$ cat src/rtl/ctrl_mc_if.sv
// Instruction/handshake bundle between the program sequencer and the ctrl_mc controller.
// The sequencer side uses the master modport; the controller uses the slave modport.
interface ctrl_mc_if;
  logic [7:0] opcode;
  logic       fproc_ready;
  logic       sync_enable;
  logic       cstrobe_in;
  logic       err_clr;

  logic [2:0] alu_opcode;
  logic       alu_in0_sel;
  logic [1:0] alu_in1_sel;
  logic       c_strobe_enable;
  logic       reg_write_en;
  logic       instr_ptr_en;
  logic [1:0] instr_ptr_load_en;
  logic       qclk_load_en;
  logic       sync_out_ready;
  logic       fproc_out_ready;
  logic       write_pulse_en;
  logic       done;
  logic       err;
  logic [1:0] err_code;

  modport master (
    output opcode, fproc_ready, sync_enable, cstrobe_in, err_clr,
    input  alu_opcode, alu_in0_sel, alu_in1_sel, c_strobe_enable, reg_write_en,
           instr_ptr_en, instr_ptr_load_en, qclk_load_en, sync_out_ready,
           fproc_out_ready, write_pulse_en, done, err, err_code
  );

  modport slave (
    input  opcode, fproc_ready, sync_enable, cstrobe_in, err_clr,
    output alu_opcode, alu_in0_sel, alu_in1_sel, c_strobe_enable, reg_write_en,
           instr_ptr_en, instr_ptr_load_en, qclk_load_en, sync_out_ready,
           fproc_out_ready, write_pulse_en, done, err, err_code
  );
endinterface

$ cat src/rtl/ctrl_mc.sv
// Instruction-sequencing control FSM: decodes the opcode class in INIT and walks the
// ALU / jump / qclk / fproc / sync handshakes, with bounded waits that trap into ERROR.
module ctrl_mc #(
  parameter int FPROC_TIMEOUT = 1024,
  parameter int SYNC_TIMEOUT  = 1024,
  parameter int CNT_W         = 16
) (
  input logic       clk,
  input logic       reset_n,
  ctrl_mc_if.slave  bus
);

  typedef enum logic [3:0] {
    S_INIT, S_ALU_PROC, S_JUMP_COND, S_INC_QCLK, S_ALU_FPROC_WAIT,
    S_JUMP_FPROC_WAIT, S_SYNC_WAIT, S_DONE, S_ERROR
  } state_t;

  localparam logic [1:0] SEL_REG   = 2'd0;
  localparam logic [1:0] SEL_QCLK  = 2'd1;
  localparam logic [1:0] SEL_FPROC = 2'd2;
  localparam logic [1:0] LD_TRUE   = 2'd1;
  localparam logic [1:0] LD_ALU    = 2'd2;

  localparam bit              FPROC_TO_EN = (FPROC_TIMEOUT != 0);
  localparam bit              SYNC_TO_EN  = (SYNC_TIMEOUT != 0);
  localparam logic [CNT_W-1:0] FPROC_LIMIT = CNT_W'(FPROC_TIMEOUT - 1);
  localparam logic [CNT_W-1:0] SYNC_LIMIT  = CNT_W'(SYNC_TIMEOUT - 1);

  state_t           r_state, w_next;
  logic [CNT_W-1:0] r_cnt, w_cnt_next, w_cnt_inc;
  logic [1:0]       r_err_code, w_err_code_next;
  logic [7:0]       r_opcode;
  logic             r_from_fproc;
  logic [3:0]       w_cls;

  logic [2:0] w_alu_opcode;
  logic       w_alu_in0_sel;
  logic [1:0] w_alu_in1_sel;
  logic       w_c_strobe_enable, w_reg_write_en, w_instr_ptr_en;
  logic [1:0] w_instr_ptr_load_en;
  logic       w_qclk_load_en, w_sync_out_ready, w_fproc_out_ready;
  logic       w_write_pulse_en, w_done, w_err;

  assign w_cls     = bus.opcode[7:4];
  assign w_cnt_inc = (r_cnt == '1) ? r_cnt : r_cnt + CNT_W'(1);

  // NOTE: every variable gets a default before the case, so no path can infer a latch.
  always_comb begin
    w_next              = r_state;
    w_cnt_next          = r_cnt;
    w_err_code_next     = r_err_code;
    w_alu_opcode        = r_opcode[2:0];
    w_alu_in0_sel       = r_opcode[3];
    w_alu_in1_sel       = SEL_REG;
    w_c_strobe_enable   = 1'b0;
    w_reg_write_en      = 1'b0;
    w_instr_ptr_en      = 1'b0;
    w_instr_ptr_load_en = 2'd0;
    w_qclk_load_en      = 1'b0;
    w_sync_out_ready    = 1'b0;
    w_fproc_out_ready   = 1'b0;
    w_write_pulse_en    = 1'b0;
    w_done              = 1'b0;
    w_err               = 1'b0;

    unique case (r_state)
      S_INIT: begin
        w_cnt_next    = '0;
        w_alu_opcode  = bus.opcode[2:0];
        w_alu_in0_sel = bus.opcode[3];
        case (w_cls)
          4'h1: begin w_write_pulse_en = 1'b1; w_instr_ptr_en = 1'b1; end
          4'h2: begin
            w_write_pulse_en  = 1'b1;
            w_c_strobe_enable = 1'b1;
            w_instr_ptr_en    = bus.cstrobe_in;
          end
          4'h3: w_next = S_ALU_PROC;
          4'h4: begin w_instr_ptr_load_en = LD_TRUE; w_instr_ptr_en = 1'b1; end
          4'h5: w_next = S_JUMP_COND;
          4'h6: begin w_alu_in1_sel = SEL_QCLK; w_next = S_INC_QCLK; end
          4'h7: begin w_fproc_out_ready = 1'b1; w_next = S_ALU_FPROC_WAIT; end
          4'h8: begin w_fproc_out_ready = 1'b1; w_next = S_JUMP_FPROC_WAIT; end
          4'h9: begin w_sync_out_ready = 1'b1; w_next = S_SYNC_WAIT; end
          4'hA: w_next = S_DONE;
          default: begin
            // Illegal class: fully idle and the PC stalls on this instruction.
            w_alu_opcode  = 3'd0;
            w_alu_in0_sel = 1'b0;
          end
        endcase
      end
      S_ALU_PROC: begin
        w_reg_write_en = 1'b1;
        w_instr_ptr_en = 1'b1;
        w_alu_in1_sel  = r_from_fproc ? SEL_FPROC : SEL_REG;
        w_next         = S_INIT;
      end
      S_JUMP_COND: begin
        w_instr_ptr_load_en = LD_ALU;
        w_instr_ptr_en      = 1'b1;
        w_alu_in1_sel       = r_from_fproc ? SEL_FPROC : SEL_REG;
        w_next              = S_INIT;
      end
      S_INC_QCLK: begin
        w_alu_in1_sel  = SEL_QCLK;
        w_qclk_load_en = 1'b1;
        w_instr_ptr_en = 1'b1;
        w_next         = S_INIT;
      end
      S_ALU_FPROC_WAIT, S_JUMP_FPROC_WAIT: begin
        w_alu_in1_sel = SEL_FPROC;
        if (bus.fproc_ready) begin
          w_next = (r_state == S_ALU_FPROC_WAIT) ? S_ALU_PROC : S_JUMP_COND;
        end else if (FPROC_TO_EN && r_cnt == FPROC_LIMIT) begin
          w_next          = S_ERROR;
          w_err_code_next = 2'd1;
        end else begin
          w_cnt_next = w_cnt_inc;
        end
      end
      S_SYNC_WAIT: begin
        w_alu_opcode  = 3'd0;
        w_alu_in0_sel = 1'b0;
        if (bus.sync_enable) begin
          w_instr_ptr_en = 1'b1;
          w_next         = S_INIT;
        end else if (SYNC_TO_EN && r_cnt == SYNC_LIMIT) begin
          w_next          = S_ERROR;
          w_err_code_next = 2'd2;
        end else begin
          w_cnt_next = w_cnt_inc;
        end
      end
      S_DONE: begin
        w_alu_opcode  = 3'd0;
        w_alu_in0_sel = 1'b0;
        w_done        = 1'b1;
      end
      S_ERROR: begin
        w_alu_opcode  = 3'd0;
        w_alu_in0_sel = 1'b0;
        w_err         = 1'b1;
        if (bus.err_clr) begin
          w_next          = S_INIT;
          w_err_code_next = 2'd0;
        end
      end
      default: w_next = S_INIT;
    endcase
  end

  // NOTE: sequential state uses non-blocking assignments only.
  always_ff @(posedge clk or negedge reset_n) begin
    if (!reset_n) begin
      r_state      <= S_INIT;
      r_cnt        <= '0;
      r_err_code   <= 2'd0;
      r_opcode     <= 8'd0;
      r_from_fproc <= 1'b0;
    end else begin
      r_state      <= w_next;
      r_cnt        <= w_cnt_next;
      r_err_code   <= w_err_code_next;
      r_opcode     <= (r_state == S_INIT) ? bus.opcode : r_opcode;
      r_from_fproc <= (r_state == S_ALU_FPROC_WAIT) || (r_state == S_JUMP_FPROC_WAIT);
    end
  end

  // INIT decodes the live opcode, so outputs are gated by reset_n directly, not just by state.
  always_comb begin
    bus.alu_opcode        = reset_n ? w_alu_opcode        : 3'd0;
    bus.alu_in0_sel       = reset_n ? w_alu_in0_sel       : 1'b0;
    bus.alu_in1_sel       = reset_n ? w_alu_in1_sel       : SEL_REG;
    bus.c_strobe_enable   = reset_n ? w_c_strobe_enable   : 1'b0;
    bus.reg_write_en      = reset_n ? w_reg_write_en      : 1'b0;
    bus.instr_ptr_en      = reset_n ? w_instr_ptr_en      : 1'b0;
    bus.instr_ptr_load_en = reset_n ? w_instr_ptr_load_en : 2'd0;
    bus.qclk_load_en      = reset_n ? w_qclk_load_en      : 1'b0;
    bus.sync_out_ready    = reset_n ? w_sync_out_ready    : 1'b0;
    bus.fproc_out_ready   = reset_n ? w_fproc_out_ready   : 1'b0;
    bus.write_pulse_en    = reset_n ? w_write_pulse_en    : 1'b0;
    bus.done              = reset_n ? w_done              : 1'b0;
    bus.err               = reset_n ? w_err               : 1'b0;
    bus.err_code          = reset_n ? r_err_code          : 2'd0;
  end

endmodule

$ cat src/flat_wrapper.sv
// flat-port wrapper written by rule: the top's interface ports become plain ports
module ctrl_mc_flat 
#(
  parameter int FPROC_TIMEOUT = 1024,
  parameter int SYNC_TIMEOUT  = 1024,
  parameter int CNT_W         = 16
)
  (clk, reset_n, bus_opcode, bus_fproc_ready, bus_sync_enable, bus_cstrobe_in, bus_err_clr, bus_alu_opcode, bus_alu_in0_sel, bus_alu_in1_sel, bus_c_strobe_enable, bus_reg_write_en, bus_instr_ptr_en, bus_instr_ptr_load_en, bus_qclk_load_en, bus_sync_out_ready, bus_fproc_out_ready, bus_write_pulse_en, bus_done, bus_err, bus_err_code);
  ctrl_mc_if bus_i ();
  input logic clk;
  input logic reset_n;
  input wire logic [$bits(bus_i.opcode)-1:0] bus_opcode;
  input wire logic [$bits(bus_i.fproc_ready)-1:0] bus_fproc_ready;
  input wire logic [$bits(bus_i.sync_enable)-1:0] bus_sync_enable;
  input wire logic [$bits(bus_i.cstrobe_in)-1:0] bus_cstrobe_in;
  input wire logic [$bits(bus_i.err_clr)-1:0] bus_err_clr;
  output wire logic [$bits(bus_i.alu_opcode)-1:0] bus_alu_opcode;
  output wire logic [$bits(bus_i.alu_in0_sel)-1:0] bus_alu_in0_sel;
  output wire logic [$bits(bus_i.alu_in1_sel)-1:0] bus_alu_in1_sel;
  output wire logic [$bits(bus_i.c_strobe_enable)-1:0] bus_c_strobe_enable;
  output wire logic [$bits(bus_i.reg_write_en)-1:0] bus_reg_write_en;
  output wire logic [$bits(bus_i.instr_ptr_en)-1:0] bus_instr_ptr_en;
  output wire logic [$bits(bus_i.instr_ptr_load_en)-1:0] bus_instr_ptr_load_en;
  output wire logic [$bits(bus_i.qclk_load_en)-1:0] bus_qclk_load_en;
  output wire logic [$bits(bus_i.sync_out_ready)-1:0] bus_sync_out_ready;
  output wire logic [$bits(bus_i.fproc_out_ready)-1:0] bus_fproc_out_ready;
  output wire logic [$bits(bus_i.write_pulse_en)-1:0] bus_write_pulse_en;
  output wire logic [$bits(bus_i.done)-1:0] bus_done;
  output wire logic [$bits(bus_i.err)-1:0] bus_err;
  output wire logic [$bits(bus_i.err_code)-1:0] bus_err_code;
  assign bus_i.opcode = bus_opcode;
  assign bus_i.fproc_ready = bus_fproc_ready;
  assign bus_i.sync_enable = bus_sync_enable;
  assign bus_i.cstrobe_in = bus_cstrobe_in;
  assign bus_i.err_clr = bus_err_clr;
  assign bus_alu_opcode = bus_i.alu_opcode;
  assign bus_alu_in0_sel = bus_i.alu_in0_sel;
  assign bus_alu_in1_sel = bus_i.alu_in1_sel;
  assign bus_c_strobe_enable = bus_i.c_strobe_enable;
  assign bus_reg_write_en = bus_i.reg_write_en;
  assign bus_instr_ptr_en = bus_i.instr_ptr_en;
  assign bus_instr_ptr_load_en = bus_i.instr_ptr_load_en;
  assign bus_qclk_load_en = bus_i.qclk_load_en;
  assign bus_sync_out_ready = bus_i.sync_out_ready;
  assign bus_fproc_out_ready = bus_i.fproc_out_ready;
  assign bus_write_pulse_en = bus_i.write_pulse_en;
  assign bus_done = bus_i.done;
  assign bus_err = bus_i.err;
  assign bus_err_code = bus_i.err_code;
  ctrl_mc #(.FPROC_TIMEOUT(FPROC_TIMEOUT), .SYNC_TIMEOUT(SYNC_TIMEOUT), .CNT_W(CNT_W)) u_core (.clk(clk), .reset_n(reset_n), .bus(bus_i));
endmodule
$ cat config.mk
export PLATFORM = sky130hd
export DESIGN_NAME = ctrl_mc_flat
export DESIGN_NICKNAME = d
export VERILOG_FILES = /design/src/rtl/ctrl_mc_if.sv /design/src/rtl/ctrl_mc.sv /design/src/flat_wrapper.sv
export SDC_FILE = /design/constraint.sdc
export NUM_CORES = 1
export LEC_CHECK = 0
export ABC_AREA = 0
export BUFFER_PORTS_ARGS = -buffer_cell sky130_fd_sc_hd__buf_4
export CAP_MARGIN = 20
export CORE_ASPECT_RATIO = 1.25
export CORE_MARGIN = 1
export CORE_UTILIZATION = 51
export DETAILED_ROUTE_END_ITERATION = 8
export GPL_TIMING_DRIVEN = 1
export HOLD_SLACK_MARGIN = 0.06
export PLACE_DENSITY = 0.76
export SLEW_MARGIN = 20
export SYNTH_ARGS = -nofsm -noshare
export SYNTH_HDL_FRONTEND = slang
export SYNTH_SLANG_ARGS = --single-unit
$ cat constraint.sdc
create_clock -name clk -period 2.3 [get_ports clk]
set_clock_uncertainty 0.1 [all_clocks]
set_input_delay 0.575 -clock clk [delete_from_list [all_inputs] [get_ports clk]]
set_output_delay 0.575 -clock clk [all_outputs]
set_load 0.01 [all_outputs]
==> summary.md <==
| Metric | Value |
|---|---|
| Critical path fanouts, max | `6` |
| Slew headroom | `0.733` |
| Global-route wire length before repair | `7860 microns` |
| CTS tree | `done` |
| Worst skew pair latency | `0.27 ns` |
| TNS Setup | `-0.423 ns` |
| Failing checks | `negative setup slack` |
| LEAKAGE | `roughly 1.2 nW` |
| Die width | `57.1 microns` |
| Mapped cell area | `~1900 sq um` |
| H-tree Lvls | `1` |
| WS Path Type | `reg -> out` |
| Seq/Total Area, Yosys | `0.350` |
| Worst path cell trace | `or3_4 -> nor2_4 -> buf_6 -> a32oi_1 -> nor2b_1 -> buf_4` |
| VDD IR-drop max | `about 0.74 mV` |
| Area Growth Syn to Fin | `36.2%` |
| Required @ worst endpoint | `1.62 ns` |
| Die height | `about 70 microns` |
| Outcome | `complete, but fails checks` |
| Drt total wl | `between 4000 and 5000 microns` |
| Most numerous cell in the Yosys netlist | `dfrtp_1` |
| Nature of the critical path startpoint | `register` |
| Total Routing Usage GR | `0.242` |
| Syn Area/Cell | `8.55 sq um` |
| Share of the synthesized area in the top cell type | `0.350` |
| Ys flop type | `dfrtp_1` |
| Cts bufs inserted | `3` |
| Slowest cell on crit path | `or3_4` |
| WL per Instance | `approximately 15 microns` |
| Drc violations | `0` |
| Worst r2r src | `u_core.r_state[1]` |
| FMAX | `around 420 MHz` |
| Post-DRT Antenna Nets | `0` |
| Max Cap Violations | `0` |
| Yosys cell types | `54` |
| Final hold vios | `0` |
| Initial antenna violation count | `0` |
| Top post-synthesis cells by count | `dfrtp_1 (27), nor2_1 (26), nand2_1 (18)` |
| Final GP Congestion | `between 0.8 and 0.9` |
| Cell Count, Final, Fillers Out | `roughly 330` |
| Setup WS post-layout | `-0.0948 ns` |
| Critical Path AT | `1.72 ns` |
| Die area | `4040 sq um` |
| First DRT Iteration DRCs | `62` |
| Post-Syn Instances | `226` |
| R2R depth | `7` |
| Vias/cell | `roughly 5.9` |
| Final critical-path share of the clock period | `1.04` |
| Worst r2r dst | `u_core.r_cnt[15]` |
| Worst hold-check path type | `in -> async` |
| Pre-antenna DRT Iters | `4` |
| Layout cells sized above 1 | `0.378` |
| Final Critical Period | `2.39 ns` |
| Yosys reg bits | `27` |
| CTS root buffer | `clkbuf_8` |
| Slew @ Worst Pin | `around 0.4 ns` |
| Clock transition at the registers of the reported paths | `0.10 ns` |
| Largest net degree at the start of global routing | `23` |
| Ranking of synthesized cells by area | `dfrtp_1 (35%), nor2_1 (5.0%), nand2_1 (3.5%), a21oi_1 (3.4%), xor2_1 (3.2%)` |
| CTS Buffer Depth | `2` |
| Worst setup path start | `u_core.r_state[2]` |
| Net Count, Synth | `241` |
| Core footprint | `roughly 3500 sq um` |
| Via count | `1930` |
| Final HPWL DP | `approximately 3300 microns` |
| Post-synth EDFFs | `0` |
| Setup violations, final | `6` |
| Dominant cell type by area after synthesis | `dfrtp_1` |
| Pre-CTS WS | `0.00887 ns` |
| R2R setup slack | `approximately 0.1 ns` |
| Warnings from Yosys | `0` |
| CTS Sinks | `27` |
| FFs w/ async S/R, synth | `1.00` |
| IO Port Bufs | `32` |
| CP Capture Type | `primary output` |
| Initial Util | `0.546` |
| Cell Pwr Density | `972 nW/um^2` |
| Nets | `approximately 300` |
| Vias in the first global route | `1801` |
| I/O pin count | `33` |
| Max-slew violations | `0` |
| # rows | `24` |
| Worst path max stage delay | `approximately 0.41 ns` |
| Antenna Diode Count | `0` |
| RSZ-0062 raised after global routing | `true` |
| Total gr overflow | `0` |
| Placed insts | `~300` |
==> worst max-delay path by stage <==
stage | to | slack (ns) | cells after the start
6_report | bus_alu_in0_sel | -0.09 | 6
3_3_place_gp | bus_alu_in1_sel[0] | 0.04 | 5
3_5_place_dp | bus_alu_opcode[0] | 0.009 | 8
2_1_floorplan | bus_sync_out_ready | 0.006 | 6
4_1_cts | bus_alu_opcode[0] | -0.13 | 6
5_1_grt | bus_alu_in0_sel | -0.17 | 6
==> stage by stage <==
| step | power [W] | hold WS (ns) | cell area, sq um | utilization |
|---|---|---|---|---|
| 5_1_grt | 0.00272 | 0.169 | 2630 | 0.743 |
| 2_1_floorplan | 0.00145 | 0.179 | 1980 | - |
| 4_1_cts | 0.00242 | 0.170 | 2550 | 0.721 |
| 6_report | 0.00256 | 0.165 | 2630 | 0.743 |
| 3_5_place_dp | 0.00190 | 0.282 | 2370 | 0.668 |
| 3_3_place_gp | 0.00188 | 0.283 | 2370 | 0.668 |
==> report_power, final <==
group          switching [W]  internal (W)  leakage (nW)
Clock               0.000153      0.000122        0.0255
Sequential         0.0000601      0.000564         0.359
Combinational       0.000807      0.000853         0.773
Total                0.00102       0.00154          1.16
==> routing by layer <==
metal  up-vias  track usage  routed length (microns)
met2        45        0.450                     2650
met5         -            0                        0
met1       928        0.293                     1990
met3         9       0.0274                      136
li1        948            -                        -
met4         0       0.0650                       44
==> logic make-up (layout without fill, tap and decap cells) <==
family,after synthesis,after routing,synth area share
simple gates,98,98,0.282
compound gates,58,58,0.219
flops,27,27,0.350
buf+inv,24,86,0.0537
xor+xnor,11,11,0.0498
mux,7,7,0.0401
fa+ha+maj,1,1,0.00647
==> worst max-delay path: cells and delay by family (launching register included) <==
| kind | cells | cell delay [ns] |
|---|---|---|
| compound gates | 1 | 0.08 |
| buf+inv | 2 | 0.27 |
| flops | 1 | 0.40 |
| simple gates | 3 | 0.70 |
==> final cells by class <==
type	count	area [sq um]
fillers	268	911
multi-input cells	175	1260
inverters	10	37.5
repair buffers	72	568
clock buffers	3	41.3
flip-flops and latches	27	676
clock inverters	1	5.00
well taps	39	48.8
==> registers in the layout, indices dropped and copies added, names as in the netlist <==
register,count
u_core.r_cnt,16
u_core.r_err_code,2
u_core.r_from_fproc,1
u_core.r_opcode,4
u_core.r_state,4
==> placed cells by master, fill, tap and decap left out, types with 3 or more instances in the layout <==
cell       netlist  layout
and2_1           5       5
buf_4            0      65
and3_1           4       4
o21ai_0          9       9
o31ai_1          3       3
o2111ai_1        4       4
o211ai_1         5       5
dfrtp_1         27      27
a21oi_1         13      11
xor2_1           7       7
nor3b_1          4       3
mux2_2           5       5
buf_6            1       4
clkbuf_8         0       3
nand3_1          7       7
nor2b_1          7       7
xnor2_1          4       3
inv_1           10       9
nor2_1          26      26
nand2_1         18      17
==> repair_timing <==
item | CTS | global route
gates resized for setup | 6 | 11
endpoints found under the hold margin | 1 | 0
hold buffers | 1 | 0
cloned | 1 | 0
endpoints found under the setup margin | 10 | 15
pin swaps | 5 | 10
setup buffers | 13 | 5
No activity file was read; power rests on OpenSTA's default activity.
